## src/rtl/alu_cmd_sequencer_if.sv

```systemverilog
// Host command/result handshake and alu byte-port signals of the alu command sequencer.
// The sequencer uses the slave view; whoever drives the host and alu sides uses master.
interface alu_cmd_sequencer_if #(
    parameter int DATA_W = 8
);
    logic                  cmd_valid;
    logic                  cmd_ready;
    logic [1:0]            cmd_op;
    logic [DATA_W-1:0]     cmd_a;
    logic [DATA_W-1:0]     cmd_b;
    logic                  res_valid;
    logic                  res_ready;
    logic [2*DATA_W-1:0]   res_data;
    logic                  res_err;
    logic                  busy;
    logic [DATA_W-1:0]     alu_in;
    logic [1:0]            alu_op_codes;
    logic                  alu_valid;
    logic [DATA_W-1:0]     alu_o;
    logic                  alu_ready;

    modport slave (
        input  cmd_valid, cmd_op, cmd_a, cmd_b, res_ready, alu_o, alu_ready,
        output cmd_ready, res_valid, res_data, res_err, busy, alu_in, alu_op_codes, alu_valid
    );

    modport master (
        output cmd_valid, cmd_op, cmd_a, cmd_b, res_ready, alu_o, alu_ready,
        input  cmd_ready, res_valid, res_data, res_err, busy, alu_in, alu_op_codes, alu_valid
    );
endinterface

```

## src/rtl/alu_cmd_sequencer.sv

```systemverilog
// Serialises a host command (op, A, B) onto the multi-cycle alu byte port and collects its
// 1- or 2-byte answer into one result word; a watchdog aborts waits the alu never answers.
module alu_cmd_sequencer #(
    parameter int         DATA_W   = 8,
    parameter int         TIMEOUT  = 64,
    parameter logic [3:0] WIDE_OPS = 4'b1100
) (
    input logic                clk_i,
    input logic                rst_ni,
    alu_cmd_sequencer_if.slave bus
);
    localparam int TW = $clog2(TIMEOUT);
    localparam logic [TW-1:0] TIMER_LAST = TW'(TIMEOUT - 1);

    typedef enum logic [2:0] {
        IDLE,
        SEND_A,
        SEND_B,
        WAIT_HI,
        WAIT_LO,
        DONE
    } state_e;

    state_e                state_q;
    logic [TW-1:0]         timer_q;
    logic [TW-1:0]         timer_d;
    logic [DATA_W-1:0]     b_q;
    logic                  cmd_ready_q;
    logic                  busy_q;
    logic                  alu_valid_q;
    logic [DATA_W-1:0]     alu_in_q;
    logic [1:0]            alu_op_q;
    logic                  res_valid_q;
    logic                  res_err_q;
    logic [2*DATA_W-1:0]   res_data_q;

    // Saturating so a stuck wait can never wrap back into a fresh window.
    always_comb begin
        timer_d = timer_q;
        if (timer_q != TIMER_LAST) begin
            timer_d = timer_q + TW'(1);
        end
    end

    always_ff @(posedge clk_i or negedge rst_ni) begin
        if (!rst_ni) begin
            state_q     <= IDLE;
            timer_q     <= '0;
            b_q         <= '0;
            cmd_ready_q <= 1'b1;
            busy_q      <= 1'b0;
            alu_valid_q <= 1'b0;
            alu_in_q    <= '0;
            alu_op_q    <= '0;
            res_valid_q <= 1'b0;
            res_err_q   <= 1'b0;
            res_data_q  <= '0;
        end else begin
            case (state_q)
                IDLE: begin
                    if (bus.cmd_valid) begin
                        state_q     <= SEND_A;
                        cmd_ready_q <= 1'b0;
                        busy_q      <= 1'b1;
                        alu_valid_q <= 1'b1;
                        alu_in_q    <= bus.cmd_a;
                        alu_op_q    <= bus.cmd_op;
                        b_q         <= bus.cmd_b;
                        res_data_q  <= '0;
                    end
                end
                SEND_A: begin
                    state_q     <= SEND_B;
                    alu_valid_q <= 1'b0;
                    alu_in_q    <= b_q;
                end
                SEND_B: begin
                    timer_q <= '0;
                    state_q <= WIDE_OPS[alu_op_q] ? WAIT_HI : WAIT_LO;
                end
                WAIT_HI: begin
                    if (bus.alu_ready) begin
                        res_data_q[2*DATA_W-1:DATA_W] <= bus.alu_o;
                        timer_q <= '0;
                        state_q <= WAIT_LO;
                    end else if (timer_q == TIMER_LAST) begin
                        state_q     <= DONE;
                        res_valid_q <= 1'b1;
                        res_err_q   <= 1'b1;
                        res_data_q  <= '0;
                    end else begin
                        timer_q <= timer_d;
                    end
                end
                WAIT_LO: begin
                    // alu_ready wins over an expiring watchdog in the same cycle.
                    if (bus.alu_ready) begin
                        res_data_q  <= {(WIDE_OPS[alu_op_q] ? res_data_q[2*DATA_W-1:DATA_W]
                                                            : DATA_W'(0)), bus.alu_o};
                        res_valid_q <= 1'b1;
                        state_q     <= DONE;
                    end else if (timer_q == TIMER_LAST) begin
                        state_q     <= DONE;
                        res_valid_q <= 1'b1;
                        res_err_q   <= 1'b1;
                        res_data_q  <= '0;
                    end else begin
                        timer_q <= timer_d;
                    end
                end
                DONE: begin
                    if (bus.res_ready) begin
                        state_q     <= IDLE;
                        res_valid_q <= 1'b0;
                        res_err_q   <= 1'b0;
                        res_data_q  <= '0;
                        busy_q      <= 1'b0;
                        cmd_ready_q <= 1'b1;
                    end
                end
                default: begin
                    state_q     <= IDLE;
                    cmd_ready_q <= 1'b1;
                    busy_q      <= 1'b0;
                    alu_valid_q <= 1'b0;
                    res_valid_q <= 1'b0;
                    res_err_q   <= 1'b0;
                end
            endcase
        end
    end

    assign bus.cmd_ready    = cmd_ready_q;
    assign bus.busy         = busy_q;
    assign bus.alu_valid    = alu_valid_q;
    assign bus.alu_in       = alu_in_q;
    assign bus.alu_op_codes = alu_op_q;
    assign bus.res_valid    = res_valid_q;
    assign bus.res_err      = res_err_q;
    assign bus.res_data     = res_data_q;
endmodule

```

## src/flat_wrapper.sv

```systemverilog
// flat-port wrapper written by rule: the top's interface ports become plain ports
module alu_cmd_sequencer_flat 
#(
    parameter int         DATA_W   = 8,
    parameter int         TIMEOUT  = 64,
    parameter logic [3:0] WIDE_OPS = 4'b1100
)
  (clk_i, rst_ni, bus_cmd_valid, bus_cmd_op, bus_cmd_a, bus_cmd_b, bus_res_ready, bus_alu_o, bus_alu_ready, bus_cmd_ready, bus_res_valid, bus_res_data, bus_res_err, bus_busy, bus_alu_in, bus_alu_op_codes, bus_alu_valid);
  alu_cmd_sequencer_if #(.DATA_W(DATA_W)) bus_i ();
  input logic clk_i;
  input logic rst_ni;
  input wire logic [$bits(bus_i.cmd_valid)-1:0] bus_cmd_valid;
  input wire logic [$bits(bus_i.cmd_op)-1:0] bus_cmd_op;
  input wire logic [$bits(bus_i.cmd_a)-1:0] bus_cmd_a;
  input wire logic [$bits(bus_i.cmd_b)-1:0] bus_cmd_b;
  input wire logic [$bits(bus_i.res_ready)-1:0] bus_res_ready;
  input wire logic [$bits(bus_i.alu_o)-1:0] bus_alu_o;
  input wire logic [$bits(bus_i.alu_ready)-1:0] bus_alu_ready;
  output wire logic [$bits(bus_i.cmd_ready)-1:0] bus_cmd_ready;
  output wire logic [$bits(bus_i.res_valid)-1:0] bus_res_valid;
  output wire logic [$bits(bus_i.res_data)-1:0] bus_res_data;
  output wire logic [$bits(bus_i.res_err)-1:0] bus_res_err;
  output wire logic [$bits(bus_i.busy)-1:0] bus_busy;
  output wire logic [$bits(bus_i.alu_in)-1:0] bus_alu_in;
  output wire logic [$bits(bus_i.alu_op_codes)-1:0] bus_alu_op_codes;
  output wire logic [$bits(bus_i.alu_valid)-1:0] bus_alu_valid;
  assign bus_i.cmd_valid = bus_cmd_valid;
  assign bus_i.cmd_op = bus_cmd_op;
  assign bus_i.cmd_a = bus_cmd_a;
  assign bus_i.cmd_b = bus_cmd_b;
  assign bus_i.res_ready = bus_res_ready;
  assign bus_i.alu_o = bus_alu_o;
  assign bus_i.alu_ready = bus_alu_ready;
  assign bus_cmd_ready = bus_i.cmd_ready;
  assign bus_res_valid = bus_i.res_valid;
  assign bus_res_data = bus_i.res_data;
  assign bus_res_err = bus_i.res_err;
  assign bus_busy = bus_i.busy;
  assign bus_alu_in = bus_i.alu_in;
  assign bus_alu_op_codes = bus_i.alu_op_codes;
  assign bus_alu_valid = bus_i.alu_valid;
  alu_cmd_sequencer #(.DATA_W(DATA_W), .TIMEOUT(TIMEOUT), .WIDE_OPS(WIDE_OPS)) u_core (.clk_i(clk_i), .rst_ni(rst_ni), .bus(bus_i));
endmodule
```

## config.mk

```make
export PLATFORM = sky130hd
export DESIGN_NAME = alu_cmd_sequencer_flat
export DESIGN_NICKNAME = d
export VERILOG_FILES = /design/src/rtl/alu_cmd_sequencer_if.sv /design/src/rtl/alu_cmd_sequencer.sv /design/src/flat_wrapper.sv
export SDC_FILE = /design/constraint.sdc
export NUM_CORES = 1
export LEC_CHECK = 0
export ABC_AREA = 1
export BUFFER_PORTS_ARGS = -buffer_cell sky130_fd_sc_hd__buf_4
export CAP_MARGIN = 30
export CORE_UTILIZATION = 33
export CTS_CLUSTER_DIAMETER = 40
export DETAILED_ROUTE_END_ITERATION = 16
export HOLD_SLACK_MARGIN = 0.06
export SYNTH_ARGS = -nofsm -noshare
export SYNTH_HDL_FRONTEND = slang
export SYNTH_SLANG_ARGS = --single-unit
```

## constraint.sdc

```tcl
create_clock -name clk_i -period 4.1 [get_ports clk_i]
set_input_delay 0.82 -clock clk_i [delete_from_list [all_inputs] [get_ports clk_i]]
set_output_delay 0.82 -clock clk_i [all_outputs]
set_load 0.05 [all_outputs]
```

==> results_dict.tcl <==
set metrics [dict create \
    drive_above_1_share_pct 24.4 \
    start_util_pct 34.6 \
    crit_type "reg -> reg" \
    endpoint_kind "flop" \
    status "finished, final reports clean" \
    total_power_uw 2250 \
    post_cts_buffers 0 \
    r2r_setup_slack_ps 2150 \
    fp.dieW_um 86.9 \
    cp-endpoint "u_core.bus.res_data[2]$_DFFE_PN0P_" \
    synth_top_area_share_pct 49.5 \
    area_delta_synth_final_pct 26.8 \
    p_leak_uw 0.00164 \
    avgSynthCellArea_sq_um 7.60 \
    multi_input_area_sq_um 1040 \
    wl_per_cell_um 12.4 \
    hold_viol 0 \
    skew_ps 4.85 \
    cts_made_buffers 5 \
    cp-start-kind "flop" \
    fin_crit_sh_pct 47.6 \
    io_buffers 61 \
    insertion_delay_ps 300 \
    chipHeight_um 86.9 \
    ys_types 22 \
    clock-sinks 48 \
    rsz0062_at_grt "no" \
    antenna_found_initial 0 \
    stdcell_area_sq_um 3010 \
    cts_tree "yes" \
    yosysTopAreaCell "dfrtp_1" \
    dr.pass1.iters 4 \
    synth-seq-cells 48 \
    crit_start "u_core.timer_q[0]$_DFFE_PN0P_" \
    synthCells 313 \
    worstRegToRegCells 8 \
    antenna_cells 0 \
    viasPerCell 4.70 \
    drcViolationCount 0 \
    r2r-start "u_core.timer_q[0]$_DFFE_PN0P_" \
    dp_hpwl_um 4220 \
    core_sq_um 6870 \
    yosysMostFrequentCell "nand2_1" \
    overflow 0 \
    ant_nets 0 \
    drt_wl_total_um 5870 \
    hold_buffers 0 \
    synthTopCellsByArea "dfrtp_1 49%, nand2_1 21%, nand3_1 11%" \
    fin_hold_ws_ps 475 \
    fmax_mhz 512 \
    drtIter0Drc 80 \
    hold_path.class "reg -> reg" \
    powerDensity_nw_per_um2 746 \
    mappedNetlistArea_sq_um 2380 \
    drv_slew 0 \
    worstPathMaxFanout 22 \
    arrival_ps 2150 \
    h-tree-depth 2 \
    synthTopCellsByCount "130 x nand2_1, 50 x nand3_1, 47 x dfrtp_1, 18 x inv_1, 18 x nor2_1" \
    clockRootBuffer "clkbuf_8" \
    maxSlewHeadroom_pct 54.5 \
    dieArea_sq_um 7550 \
    cap_violations 0 \
    place_congestion 0.792 \
    r2r-end "u_core.bus.res_data[2]$_DFFE_PN0P_" \
    vias 2221 \
    finalSetupViolCount 0 \
    clk_pin_slew_ps 90 \
    async_flop_share_pct 100 \
    grt_max_degree 49 \
    num_rows 30 \
    place_area_sq_um 2920 \
    grt_pass1_vias 2064 \
    syn_nets 345 \
    period_minus_slack_ps 1950 \
    final-seq-area_sq_um 1200 \
    synth_ff_type "dfrtp_1" \
    synth_edf_count 0 \
    required_ps 4300 \
    grt_pass1_wl_um 9670 \
    yosysWarnings 0 \
    cts_resized 0 \
    ios 62 \
    ys_seq_area_share_pct 50.6 \
    worst_pin_slew_ps 681 \
    vdd_drop_max_mv 0.367 \
    tns_ps 0 \
    fin_nets 408 \
    fillCellCount 756 \
    clock_path_buffers 2 \
    track_usage_pct 16.6 \
]
[per-layer routing]
metal	vias up	track usage, %	share of wire [%]
li1	1118	-	-
met1	1031	21.3	46
met2	60	27.4	48
met3	12	3.41	4.8
met4	0	6.36	1.9
met5	-	0	0
[power breakdown]
group          switching, uW  leakage (uW)  internal [uW]  total (uW)
clock                    159     0.0000510            135         294
sequential               137      0.000627            649         786
combinational            831      0.000958            336        1170
total                   1130       0.00164           1120        2250
[worst min-delay path by stage]
stage                     slack (ps)  cells after the start                          startpoint                                  to
after global placement           460                      2  u_core.bus.res_data[5]$_DFFE_PN0P_  u_core.bus.res_data[5]$_DFFE_PN0P_
after global routing             510                      2  u_core.bus.res_data[0]$_DFFE_PN0P_  u_core.bus.res_data[0]$_DFFE_PN0P_
after CTS                        480                      2  u_core.bus.res_data[7]$_DFFE_PN0P_  u_core.bus.res_data[7]$_DFFE_PN0P_
after floorplan                  450                      2           u_core.b_q[0]$_DFFE_PN0P_           u_core.b_q[0]$_DFFE_PN0P_
final                            470                      2  u_core.bus.res_data[0]$_DFFE_PN0P_  u_core.bus.res_data[0]$_DFFE_PN0P_
after detailed placement         460                      2  u_core.bus.res_data[7]$_DFFE_PN0P_  u_core.bus.res_data[7]$_DFFE_PN0P_
[worst max-delay path, stage by stage (launching register included)]
cell,delay (ps)
dfrtp_1,410
ha_1,210
nand2_1,90
nor2_2,120
nand2_1,420
nand2_1,220
nand3_2,200
nand2_1,120
nand2_1,50
[cells by family after synthesis]
group / Yosys count / synth area share (%)
compound gates: 17 / 3.68
fa+ha+maj: 1 / 0.526
buf+inv: 31 / 5.53
flops: 48 / 50.6
simple gates: 216 / 39.7
[placed cells by master, fill, tap and decap left out, drive strengths merged]
| cell type | Yosys | layout |
|---|---|---|
| o21ai | 14 | 14 |
| clkbuf | 0 | 6 |
| or2 | 1 | 1 |
| nor2 | 24 | 24 |
| dfstp | 1 | 1 |
| nand2 | 135 | 135 |
| dfrtp | 47 | 47 |
| a21oi | 2 | 2 |
| o211ai | 1 | 1 |
| nand3 | 52 | 52 |
| nand4 | 2 | 2 |
| inv | 26 | 26 |
| nand3b | 2 | 2 |
| clkinv | 0 | 2 |
| buf | 5 | 61 |
| ha | 1 | 1 |
[sequential cells by signal (all words and copies together), names as in the netlist]
name,count
u_core.bus.res_err,1
u_core.bus.alu_valid,1
u_core.bus.busy,1
u_core.bus.alu_op_codes,2
u_core.bus.res_data,16
u_core.b_q,8
u_core.bus.cmd_ready,1
u_core.timer_q,6
u_core.bus.alu_in,8
u_core.state_q,3
u_core.bus.res_valid,1
[cell type report]
type                    instances  share of cell area, %
flip-flops and latches         48                   39.9
multi-input cells             234                   34.6
repair buffers                 61                   15.2
well taps                      96                   3.99
inverters                      26                   3.24
clock buffers                   6                   2.74
clock inverters                 2                  0.332
[stage by stage]
stage | std cells | util, % | setup slack (ps)
2_1_floorplan | 313 | - | 2530
4_1_cts | 473 | 43.9 | 2130
3_5_place_dp | 465 | 42.5 | 1990
3_3_place_gp | 465 | 42.5 | 2020
5_1_grt | 473 | 43.9 | 1930
6_report | 473 | 43.9 | 2150
Power figures use the tool's default switching activity.
